### config.mk
export PLATFORM = sky130hd
export DESIGN_NAME = alarm_countdown_timer_flat
export DESIGN_NICKNAME = d
export VERILOG_FILES = /design/src/rtl/alarm_countdown_timer_if.sv /design/src/rtl/alarm_countdown_timer.sv /design/src/flat_wrapper.sv
export SDC_FILE = /design/constraint.sdc
export NUM_CORES = 1
export LEC_CHECK = 0
export ABC_AREA = 1
export CAP_MARGIN = 0
export CORE_MARGIN = 10
export CORE_UTILIZATION = 60
export CTS_BUF_LIST = sky130_fd_sc_hd__clkbuf_4
export DETAILED_ROUTE_END_ITERATION = 16
export PLACE_DENSITY = 0.79
export SETUP_SLACK_MARGIN = 0.3
export SYNTH_ARGS = -nofsm -noshare
export SYNTH_HDL_FRONTEND = slang
export SYNTH_SLANG_ARGS = --single-unit
export TNS_END_PERCENT = 1
### constraint.sdc
create_clock -name clock -period 2.8 [get_ports clock]
set_input_delay 0.56 -clock clock [delete_from_list [all_inputs] [get_ports clock]]
set_output_delay 0.56 -clock clock [all_outputs]
set_load 0.005 [all_outputs]
### src/rtl/alarm_countdown_timer_if.sv
// Signal bundle between the alarm control FSM and the countdown timer.
// The pause input exists only when ALARM_TIMER_PAUSE_EN is defined.
interface alarm_countdown_timer_if;
    logic       start_timer;
    logic [3:0] value;
`ifdef ALARM_TIMER_PAUSE_EN
    logic       pause;
`endif
    logic       expired;
    logic       one_hz_enable;
    logic       half_hz_enable;
    logic [3:0] value_display;
    logic [1:0] state_dbg;

    // Level-sampled controls: start_timer/value (and pause) are taken on every rising clock
    // edge with no handshake; expired and the enables are single-cycle strobes with no back-pressure.
`ifdef ALARM_TIMER_PAUSE_EN
    modport master (output start_timer, value, pause,
                    input  expired, one_hz_enable, half_hz_enable, value_display, state_dbg);
    modport slave  (input  start_timer, value, pause,
                    output expired, one_hz_enable, half_hz_enable, value_display, state_dbg);
`else
    modport master (output start_timer, value,
                    input  expired, one_hz_enable, half_hz_enable, value_display, state_dbg);
    modport slave  (input  start_timer, value,
                    output expired, one_hz_enable, half_hz_enable, value_display, state_dbg);
`endif
endinterface

### src/rtl/alarm_countdown_timer.sv
// Seconds countdown timer with free-running 1 Hz / 0.5 Hz strobes.
// Optional countdown hold input enabled by defining ALARM_TIMER_PAUSE_EN.
module alarm_countdown_timer #(
    parameter int CLK_HZ = 50_000_000,
    parameter int CNT_W  = 26
) (
    input  logic                   clock,
    input  logic                   reset,
    alarm_countdown_timer_if.slave tmr
);
    typedef enum logic [1:0] {
        S_IDLE = 2'd0,
        S_RUN  = 2'd1,
        S_DONE = 2'd2
    } state_t;

    localparam logic [CNT_W-1:0] LAST = CNT_W'(CLK_HZ - 1);

    logic [CNT_W-1:0] base_cnt_q, base_cnt_d;
    logic             half_phase_q, half_phase_d;
    logic [CNT_W-1:0] tick_cnt_q, tick_cnt_d;
    logic [3:0]       remaining_q, remaining_d;
    state_t           state_q, state_d;
    logic             one_hz;
    logic             hold;

`ifdef ALARM_TIMER_PAUSE_EN
    assign hold = tmr.pause;
`else
    assign hold = 1'b0;
`endif

    // Base strobes depend only on reset, never on start_timer or pause.
    always_comb begin
        one_hz       = (base_cnt_q == LAST);
        base_cnt_d   = one_hz ? '0 : base_cnt_q + 1'b1;
        half_phase_d = half_phase_q ^ one_hz;
    end

    always_comb begin
        state_d     = state_q;
        tick_cnt_d  = tick_cnt_q;
        remaining_d = remaining_q;
        case (state_q)
            S_IDLE: ;
            S_RUN: begin
                if (!hold) begin
                    if (tick_cnt_q == LAST) begin
                        tick_cnt_d  = '0;
                        remaining_d = (remaining_q != 4'd0) ? 4'(remaining_q - 4'd1) : 4'd0;
                        if (remaining_q <= 4'd1) state_d = S_DONE;
                    end else begin
                        tick_cnt_d = tick_cnt_q + 1'b1;
                    end
                end
            end
            S_DONE: begin
                state_d     = S_IDLE;
                remaining_d = 4'd0;
            end
            default: begin
                state_d     = S_IDLE;
                remaining_d = 4'd0;
            end
        endcase
        // A restart overrides whatever the state logic chose, in every state.
        if (tmr.start_timer) begin
            tick_cnt_d = '0;
            if (tmr.value != 4'd0) begin
                state_d     = S_RUN;
                remaining_d = tmr.value;
            end else begin
                state_d     = S_DONE;
                remaining_d = 4'd0;
            end
        end
    end

    always_ff @(posedge clock) begin
        if (reset) begin
            base_cnt_q   <= '0;
            half_phase_q <= 1'b0;
            tick_cnt_q   <= '0;
            remaining_q  <= 4'd0;
            state_q      <= S_IDLE;
        end else begin
            base_cnt_q   <= base_cnt_d;
            half_phase_q <= half_phase_d;
            tick_cnt_q   <= tick_cnt_d;
            remaining_q  <= remaining_d;
            state_q      <= state_d;
        end
    end

    assign tmr.expired        = (state_q == S_DONE);
    assign tmr.one_hz_enable  = one_hz;
    assign tmr.half_hz_enable = one_hz & half_phase_q;
    assign tmr.value_display  = remaining_q;
    assign tmr.state_dbg      = state_q;
endmodule
### src/flat_wrapper.sv
// flat-port wrapper written by rule: the top's interface ports become plain ports
module alarm_countdown_timer_flat 
#(
    parameter int CLK_HZ = 50_000_000,
    parameter int CNT_W  = 26
)
  (clock, reset, tmr_start_timer, tmr_value, tmr_expired, tmr_one_hz_enable, tmr_half_hz_enable, tmr_value_display, tmr_state_dbg);
  alarm_countdown_timer_if tmr_i ();
  input  logic clock;
  input  logic reset;
  input wire logic [$bits(tmr_i.start_timer)-1:0] tmr_start_timer;
  input wire logic [$bits(tmr_i.value)-1:0] tmr_value;
  output wire logic [$bits(tmr_i.expired)-1:0] tmr_expired;
  output wire logic [$bits(tmr_i.one_hz_enable)-1:0] tmr_one_hz_enable;
  output wire logic [$bits(tmr_i.half_hz_enable)-1:0] tmr_half_hz_enable;
  output wire logic [$bits(tmr_i.value_display)-1:0] tmr_value_display;
  output wire logic [$bits(tmr_i.state_dbg)-1:0] tmr_state_dbg;
  assign tmr_i.start_timer = tmr_start_timer;
  assign tmr_i.value = tmr_value;
  assign tmr_expired = tmr_i.expired;
  assign tmr_one_hz_enable = tmr_i.one_hz_enable;
  assign tmr_half_hz_enable = tmr_i.half_hz_enable;
  assign tmr_value_display = tmr_i.value_display;
  assign tmr_state_dbg = tmr_i.state_dbg;
  alarm_countdown_timer #(.CLK_HZ(CLK_HZ), .CNT_W(CNT_W)) u_core (.clock(clock), .reset(reset), .tmr(tmr_i));
endmodule
# After elaboration in Yosys (flattened, before gate mapping)
# Index checks and enable logic that the tools add are counted.
op_classes:
  magnitude_cmp: 1
  add_sub_neg: 3
  reduce_logical: 7
  mux: 11
  bitwise: 2
  n_eq_ne: 7
ops:
  columns: ["cell", "count"]
  rows:
  - ["$add A26 B1 Y26 const B", 2]
  - ["$eq A26 B26 Y1 const B", 2]
  - ["$mux W26", 1]
  - ["$mux W4", 4]
  - ["$mux W2", 4]
  - ["$pmux W4 S2", 1]
  - ["$reduce_bool A4 Y1", 2]
  - ["$ne A3 B2 Y1 const B", 2]
  - ["$le A4 B1 Y1 const B", 1]
  - ["$pmux W2 S2", 1]
  - ["$reduce_or A2 Y1", 2]
  - ["$sub A4 B1 Y4 const B", 1]
  - ["$reduce_and A3 Y1", 1]
  - ["$eq A2 B1 Y1 const B", 1]
  - ["$eq A2 B2 Y1 const B", 1]
  - ["$logic_not A2 Y1", 1]
  - ["$ne A2 B2 Y1 const B", 1]
  - ["$reduce_and A2 Y1", 1]
  - ["$and A1 B1 Y1", 1]
  - ["$xor A1 B1 Y1", 1]
totals:
  in_bits: 7
  out_inout_bits: 9
  ff_bits: 59
  wordCells: 36

# Longest topological paths before layout
# Gate-level depths: netlist of the first run.
depth:
  word_depth: 5
  ltp_mapped: 10
  depth_no_buf: 10

# Worst setup path before layout of the first run
# OpenSTA, ideal clock, no wires.
synth_timing:
  path_type: "flip-flop to output port"
  start: "reg u_core.base_cnt_q[0]"
  end: "out tmr_half_hz_enable"
  slack_ns: 0.925
  t_arrival_ns: 1.315
  path_stages_with_launch: 9
  required_time_ns: 2.240
  cell_sequence: "dfxtp_1 > ha_1 > nand2_1 > nor2_2 > nand2_2 > nor2_1 > nand3_2 > inv_1 > ha_1"
synth_via:
  elab_chain_len: 2
synth_rtl:
  columns: ["element", "line_no", "text"]
  rows:
  - ["from (decl)", "alarm_countdown_timer.sv:19", "logic [CNT_W-1:0] base_cnt_q, base_cnt_d;"]
  - ["from (signal assigned)", "alarm_countdown_timer.sv:87", "base_cnt_q <= base_cnt_d;"]
  - ["$eq A26 B26 Y1", "alarm_countdown_timer.sv:35", "one_hz = (base_cnt_q == LAST);"]
  - ["via tmr_one_hz_enable", "flat_wrapper.sv:14", "output wire logic [$bits(tmr_i.one_hz_enable)-1:0] tmr_one_hz_enable;"]
  - ["$and A1 B1 Y1", "alarm_countdown_timer.sv:97", "assign tmr.half_hz_enable = one_hz & half_phase_q;"]
  - ["to (decl)", "flat_wrapper.sv:15", "output wire logic [$bits(tmr_i.half_hz_enable)-1:0] tmr_half_hz_enable;"]
# The timed path passes the listed nets, and every way through them passes these cells.

# Worst setup path in the final report of the first run
layout_timing:
  start: "reg u_core.base_cnt_q[0]"
  end: "out tmr_half_hz_enable"
layout_via:
  elab_chain_len: 2
layout_rtl:
  columns: ["element", "line_no"]
  rows:
  - ["$eq A26 B26 Y1", "alarm_countdown_timer.sv:35"]
  - ["$and A1 B1 Y1", "alarm_countdown_timer.sv:97"]
# Every way passes these cells.

==> reports/metrics.cfg, run 1 <==
[routing]
drt_iter0_markers = 134
wl_mm = 6.70
postRouteAntennaNets = 0
viasPerCell = 5.20
via_count = 2899
firstDrtPassIters = 4
drc = 0
wl_per_cell_um = 12.0

[grt]
overflow = 0
grt_util_met1_pct = 18.3
gr-usage-met2_pct = 29.6
grt_pass1_vias = 2823
grt_max_degree = 25
met3_usage_pct = 4.64
busiest_layer = met2
grt_usage_pct = 16.6
grt_pass1_wl_mm = 12.0
antenna_found_initial = 0

[sta]
timing.final.crit_share_pct = 82.4
fin_ws_ns = 0.491
fmax_ghz = 0.433
slew_violations = 0
final.setup.tns_ns = 0
min_period_ns = 2.31
tightest_slew_ns = 0.484
hold_viol = 0
relSlewSlack_pct = 67.6
clock_skew_ns = 0.00866
setup_viol = 0
rsz0062_at_grt = false
fin_hold_ws_ns = 0.491

[critical_path]
startpoint = u_core.base_cnt_q[0]
path_cells = ha_2 > nand2_2 > nor2_4 > nand2_2 > nor2_2 > nand3_2 > inv_2 > ha_1 > clkbuf_2
crit_top_cell = nand2_2
timing.rr.end = u_core.tick_cnt_q[25]
worstPathRequired_ns = 2.24
max_stage_delay_ns = 0.35
reg2reg_setup_slack_ns = 0.88
reg2reg_from = u_core.tick_cnt_q[0]
crit_path_top_delay_cell = dfxtp_2
r2r_cells = 10
crit_type = reg -> out
critPathMaxFanout = 4
startpoint_type = flop
endpoint_kind = primary output
arrival_ns = 1.75

[synth]
synth_seq_cells = 59
yosysTopAreaCellShare_pct = 36.4
syn-num-nets = 466
synth_edf_count = 0
yosys_warnings = 0
async_flop_share_pct = 0
synthCells = 456
yosysTopAreaCell = dfxtp_1
yosys-top-cells-area = dfxtp_1 (36%), nand2_1 (11%), nor2_1 (9.7%), inv_1 (6.2%), nand3_1 (4.3%)
synth.cell_area_um2 = 3240
syn_area_per_cell_um2 = 7.11
ys_types = 37
post-synth-top-count-cell = nand2_1
ys_seq_area_share_pct = 36.4
synth_commonest_cells = nand2_1 (91), nor2_1 (84), dfxtp_1 (59)
ys.flop_type = dfxtp_1

[clock_network]
clk_latency_ns = 0.40
cts_tree = built
cts_made_buffers = 9
clock-sinks = 59
htreeDepth = 3
clk_pin_slew_ns = 0.10
cts_max_path_buffers = 2
root_buffer = clkbuf_4
ctsHoldBuffers = 0

[power]
p_leak_uw = 0.00127
p_sw_share_pct = 25.0
pwr-share-comb_pct = 6.3
p_int_uw = 1080
switching_power_uw = 360
share_seq_of_total_power_pct = 59.8
vdd_ir_drop_max_v = 0.000228
power_density_nw_per_um2 = 400
pwr-share-clk_pct = 33.8

[die]
rows = 26
dieArea_um2 = 8750
die_w_um = 93.5
core_region_area_um2 = 5170
io_pins = 16
die_h_um = 93.5
initial_core_util_pct = 62.7

[flow_run]
cap_violations = 0

[min_path]
hp-start = u_core.tick_cnt_q[1]
min_delay_path_depth = 2
min_to = u_core.tick_cnt_q[1]
hold_path.class = reg -> reg

[cells_and_area]
final_cells = 558
final_core_util_pct = 69.4
final_nets = 494
drive_gt1_share_pct = 14.3
diodes = 0
area_growth_pct = 10.7
nFillCells = 448

[outcome]
status = complete, no violations

[place]
hpwl_mm = 5.09
globalplace.congestion = 0.841
place_inst = 537
io_buffers = 15
pre_cts_ws_ns = 0.297

==> cells in the final DEF, fill, tap and decap left out, types with 2 or more instances in the layout <==
cell type / Yosys / routed
nand3b_1: 7 / 7
xor2_1: 14 / 14
nand3_1: 28 / 28
clkbuf_4: 0 / 11
nor2_1: 84 / 83
o21ai_0: 7 / 7
nor2_8: 2 / 2
o22ai_1: 2 / 2
nand2_1: 91 / 90
buf_4: 0 / 6
o31ai_1: 2 / 2
dfxtp_2: 0 / 2
nor2_4: 5 / 6
nor2_2: 7 / 7
dfxtp_1: 59 / 57
nor3_2: 6 / 6
nor3_1: 15 / 15
nor3b_1: 2 / 2
clkinv_2: 0 / 3
nand3_4: 2 / 2
nand3_2: 3 / 3
inv_1: 54 / 53
nand2_2: 7 / 8
nand4_1: 7 / 7
xnor2_1: 6 / 6
clkdlybuf4s50_1: 0 / 13
a21oi_1: 23 / 23
ha_1: 3 / 2
inv_2: 4 / 5
==> area by class of cell <==
type | count | area [um2] | area share, %
inverters | 59 | 224 | 6.23
repair buffers | 21 | 189 | 5.26
clock inverters | 4 | 18.8 | 0.522
well taps | 70 | 87.6 | 2.44
clock buffers | 11 | 82.6 | 2.30
flip-flops and latches | 59 | 1180 | 33.0
multi-input cells | 334 | 1810 | 50.3
==> power by group through the flow <==
stage	Sequential (uW)	Clock [uW]	Combinational, uW
CTS	860	498	88.6
global placement	880	0	81.3
detailed placement	881	0	83.6
global route	862	530	102
finish	860	486	91.0
floorplan	876	0	58.9
==> worst max-delay path: cells and delay by family, from the launching register on <==
kind / cells / cell delay (ns)
flip-flops: 1 / 0.35
buffers and inverters: 2 / 0.20
AND/OR/NAND/NOR: 5 / 0.47
adder cells (fa/ha/maj): 2 / 0.33
==> per-layer routing <==
layer  up-vias  part of all wire, %  routed length [um]
met1      1344                   45                3040
met4         0                  2.1                 139
met5         -                    0                   0
met3        15                  2.2                 150
met2        28                   50                3360
li1       1512                    -                   -
==> registers in the layout, indices dropped and copies added, names as in the netlist <==
| signal | flops |
|---|---|
| u_core.half_phase_q | 1 |
| u_core.tmr.value_display | 4 |
| u_core.base_cnt_q | 26 |
| u_core.tmr.state_dbg | 2 |
| u_core.tick_cnt_q | 26 |
==> through the flow <==
step | area [um2] | power [uW]
3_5_place_dp | 3440 | 964
5_1_grt | 3590 | 1490
4_1_cts | 3570 | 1450
6_report | 3590 | 1440
2_1_floorplan | 3240 | 935
3_3_place_gp | 3440 | 961
==> worst max path at each step <==
stage / end / slack (ns) / cells past startpoint
after CTS: tmr_half_hz_enable / 0.29 / 9
after global placement: tmr_half_hz_enable / 0.37 / 9
after global routing: tmr_half_hz_enable / 0.36 / 9
after floorplan: tmr_half_hz_enable / 0.93 / 8
after detailed placement: tmr_half_hz_enable / 0.30 / 9
final: tmr_half_hz_enable / 0.49 / 9
==> repair_timing <==
item | in CTS | in global routing
endpoints found under the setup margin | 2 | 2
pin swaps | 2 | 2
gates resized for setup | 6 | 5
setup buffers | 4 | 2
==> logic make-up (layout without fill, tap and decap cells) <==
kind of cell	count (synthesis)	count (layout)	share of synthesized area, %
AO/OA/AOI/OAI	40	40	6.90
XOR/XNOR	20	20	5.40
adder cells (fa/ha/maj)	3	3	1.16
buffers and inverters	63	95	8.29
flip-flops	59	59	36.4
AND/OR/NAND/NOR	271	271	41.8
No activity file was read; power rests on OpenSTA's default activity.
==> run 2: changes to the inputs <==
CORE_UTILIZATION = 56   (was 60)
PLACE_DENSITY = 0.78   (was 0.79)
clock period = 2.1 ns   (was 2.8 ns; I/O delays follow)
==> run 2 against run 1 <==
Design area increased by 6.8%; utilization shrank 0.60 points; routed wire length grew 3.5%; sequential share of layout area down 1.8 points; sequential power rose by 34%; die area grew 5.6%; global-route usage decreased by 0.76 points; register-to-register slack got worse by 0.81 ns; clock-buffer cell count unchanged; critical path type unchanged; critical endpoint unchanged; largest power group unchanged.
==> reports/metrics.cfg, run 2 (synthesized netlist as in run 1, its figures left out) <==
[routing]
viasPerCell = 5.12  ; was 5.20
via_count = 2962  ; was 2899
postRouteAntennaNets = 0  ; unchanged
firstDrtPassIters = 4  ; unchanged
wl_per_cell_um = 12.0  ; about the same
drt_iter0_markers = 159  ; was 134
wl_mm = 6.93  ; was 6.70 mm
drc = 0  ; unchanged

[grt]
grt_max_degree = 16  ; was 25
antenna_found_initial = 0  ; unchanged
overflow = 0  ; unchanged
grt_pass1_vias = 2736  ; was 2823
grt_usage_pct = 15.9  ; was 16.6%
grt_pass1_wl_mm = 11.7  ; was 12.0 mm

[sta]
hold_viol = 0  ; unchanged
fmax_ghz = 0.489
fin_ws_ns = 0.0531  ; was 0.491 ns
timing.final.crit_share_pct = 97.5
relSlewSlack_pct = 70.6  ; was 67.6%
fin_hold_ws_ns = 0.491  ; about the same
rsz0062_at_grt = true  ; was false
setup_viol = 0  ; unchanged
tightest_slew_ns = 0.440  ; was 0.484 ns
clock_skew_ns = 0.00950  ; was 0.00866 ns
slew_violations = 0  ; unchanged
min_period_ns = 2.05

[cells_and_area]
mostFrequentLayoutCell = nand2_1  ; unchanged
drive_gt1_share_pct = 19.8  ; was 14.3%
nFillCells = 463  ; was 448
final_nets = 512  ; was 494
diodes = 0  ; unchanged
area_growth_pct = 18.3  ; was 10.7%
final_core_util_pct = 68.8  ; was 69.4%
mostFrequentLayoutCells = nand2_1 (89), nor2_1 (83), inv_1 (52), dfxtp_1 (51), nand3_1 (28)  ; was nand2_1 (90), nor2_1 (83), dfxtp_1 (57), inv_1 (53), nand3_1 (28)
final_cells = 578  ; was 558

[power]
p_leak_uw = 0.00138  ; was 0.00127 uW
vdd_ir_drop_max_v = 0.000367  ; was 0.000228 V
p_sw_share_pct = 25.2  ; was 25.0%
p_int_uw = 1440  ; was 1080 uW
pwr-share-clk_pct = 33.8  ; about the same
switching_power_uw = 488  ; was 360 uW
power_density_nw_per_um2 = 503  ; was 400 nW/um2
share_seq_of_total_power_pct = 59.5  ; was 59.8%
pwr-share-comb_pct = 6.7  ; was 6.3%
total_power_uw = 1930  ; was 1440 uW

[clock_network]
ctsHoldBuffers = 0  ; unchanged
clock-sinks = 59  ; unchanged
cts_made_buffers = 9  ; unchanged
root_buffer = clkbuf_4  ; unchanged
clk_pin_slew_ns = 0.10  ; about the same
clk_latency_ns = 0.40  ; about the same
cts_max_path_buffers = 2  ; unchanged
cts_tree = built  ; unchanged
htreeDepth = 3  ; unchanged

[die]
die_w_um = 96.1  ; was 93.5 um
io_pins = 16  ; unchanged
dieArea_um2 = 9240  ; was 8750 um2
core_region_area_um2 = 5570  ; was 5170 um2
initial_core_util_pct = 58.2  ; was 62.7%
die_h_um = 96.1  ; was 93.5 um
rows = 27  ; was 26

[critical_path]
critPathMaxFanout = 2  ; was 4
arrival_ns = 1.63  ; was 1.75 ns
startpoint_type = flop  ; unchanged
endpoint_kind = primary output  ; unchanged
worstPathRequired_ns = 1.68  ; was 2.24 ns
crit_type = reg -> out  ; unchanged

[place]
io_buffers = 15  ; unchanged
place_inst = 553  ; was 537
hpwl_mm = 5.16  ; was 5.09 mm
globalplace.congestion = 0.894  ; was 0.841
pre_cts_ws_ns = -0.0500  ; was 0.297 ns

[min_path]
hold_path.class = reg -> reg  ; unchanged

[flow_run]
cap_violations = 0  ; unchanged

[outcome]
status = complete, no violations  ; unchanged

[run 2: changes by cell type in the layout (fill, tap and decap cells not counted), moves of 2 or more]
cell,before,now
buf_6,0,7
clkdlybuf4s50_1,13,11
buf_4,6,18
ha_4,0,2
dfxtp_4,0,2
dfxtp_2,2,6
dfxtp_1,57,51
ha_1,2,0
nand2_4,0,2
[run 2: worst paths after layout]
| path | cells past startpoint | startpoint | to | slack (ns) |
|---|---|---|---|---|
| worst max register to register | 16 | u_core.base_cnt_q[1] | u_core.base_cnt_q[4] | 0.07 |
| worst max-delay path | 9 | u_core.base_cnt_q[1] | tmr_half_hz_enable | 0.05 |
| worst min-delay path | 2 | u_core.base_cnt_q[13] | u_core.base_cnt_q[13] | 0.49 |
| worst min register to register | 2 | u_core.base_cnt_q[13] | u_core.base_cnt_q[13] | 0.49 |
[run 2: stage by stage]
stage | setup TNS [ns] | cell area (um2)
floorplan | 0 | 3240
global placement | -0.0182 | 3560
detailed placement | -0.0700 | 3560
CTS | -0.0161 | 3800
global route | -0.144 | 3840
finish | 0 | 3840
[run 2: cell type report]
class	count	area (um2)	share of cell area, %
multi-input cells	334	1860	48.6
flip-flops and latches	59	1200	31.2
repair buffers	39	362	9.42
inverters	59	224	5.84
well taps	72	90.1	2.35
clock buffers	11	82.6	2.15
clock inverters	4	18.8	0.489
[run 2: routing by layer]
metal,up-vias,GRT usage (%),share of wire (%)
li1,1555,-,-
met1,1339,18.7,46
met2,52,26.0,48
met3,16,3.66,4.2
met4,0,8.97,2.3
met5,-,0,0
[run 2: worst max-delay path, stage by stage, from the launching register on]
cell and delay (ns):
dfxtp_2 0.36, ha_4 0.15, nand2_4 0.06, nor2_4 0.09, nand2_2 0.08, nor2_2 0.10, nand3_2 0.10, inv_2 0.09
ha_4 0.12, buf_6 0.08
[run 2: what timing repair did]
| action | in CTS | in global routing |
|---|---|---|
| gates resized for setup | 35 | 9 |
| setup buffers | 10 | 0 |
| pin swaps | 7 | 3 |
| setup endpoints to repair | 18 | 20 |
[run 2: power groups by stage]
| stage | logic [uW] | registers [uW] | clock network (uW) |
|---|---|---|---|
| after floorplan | 78.6 | 1170 | 0 |
| after global placement | 124 | 1170 | 0 |
| after detailed placement | 126 | 1170 | 0 |
| after CTS | 129 | 1150 | 675 |
| after global routing | 144 | 1150 | 720 |
| final | 130 | 1150 | 652 |
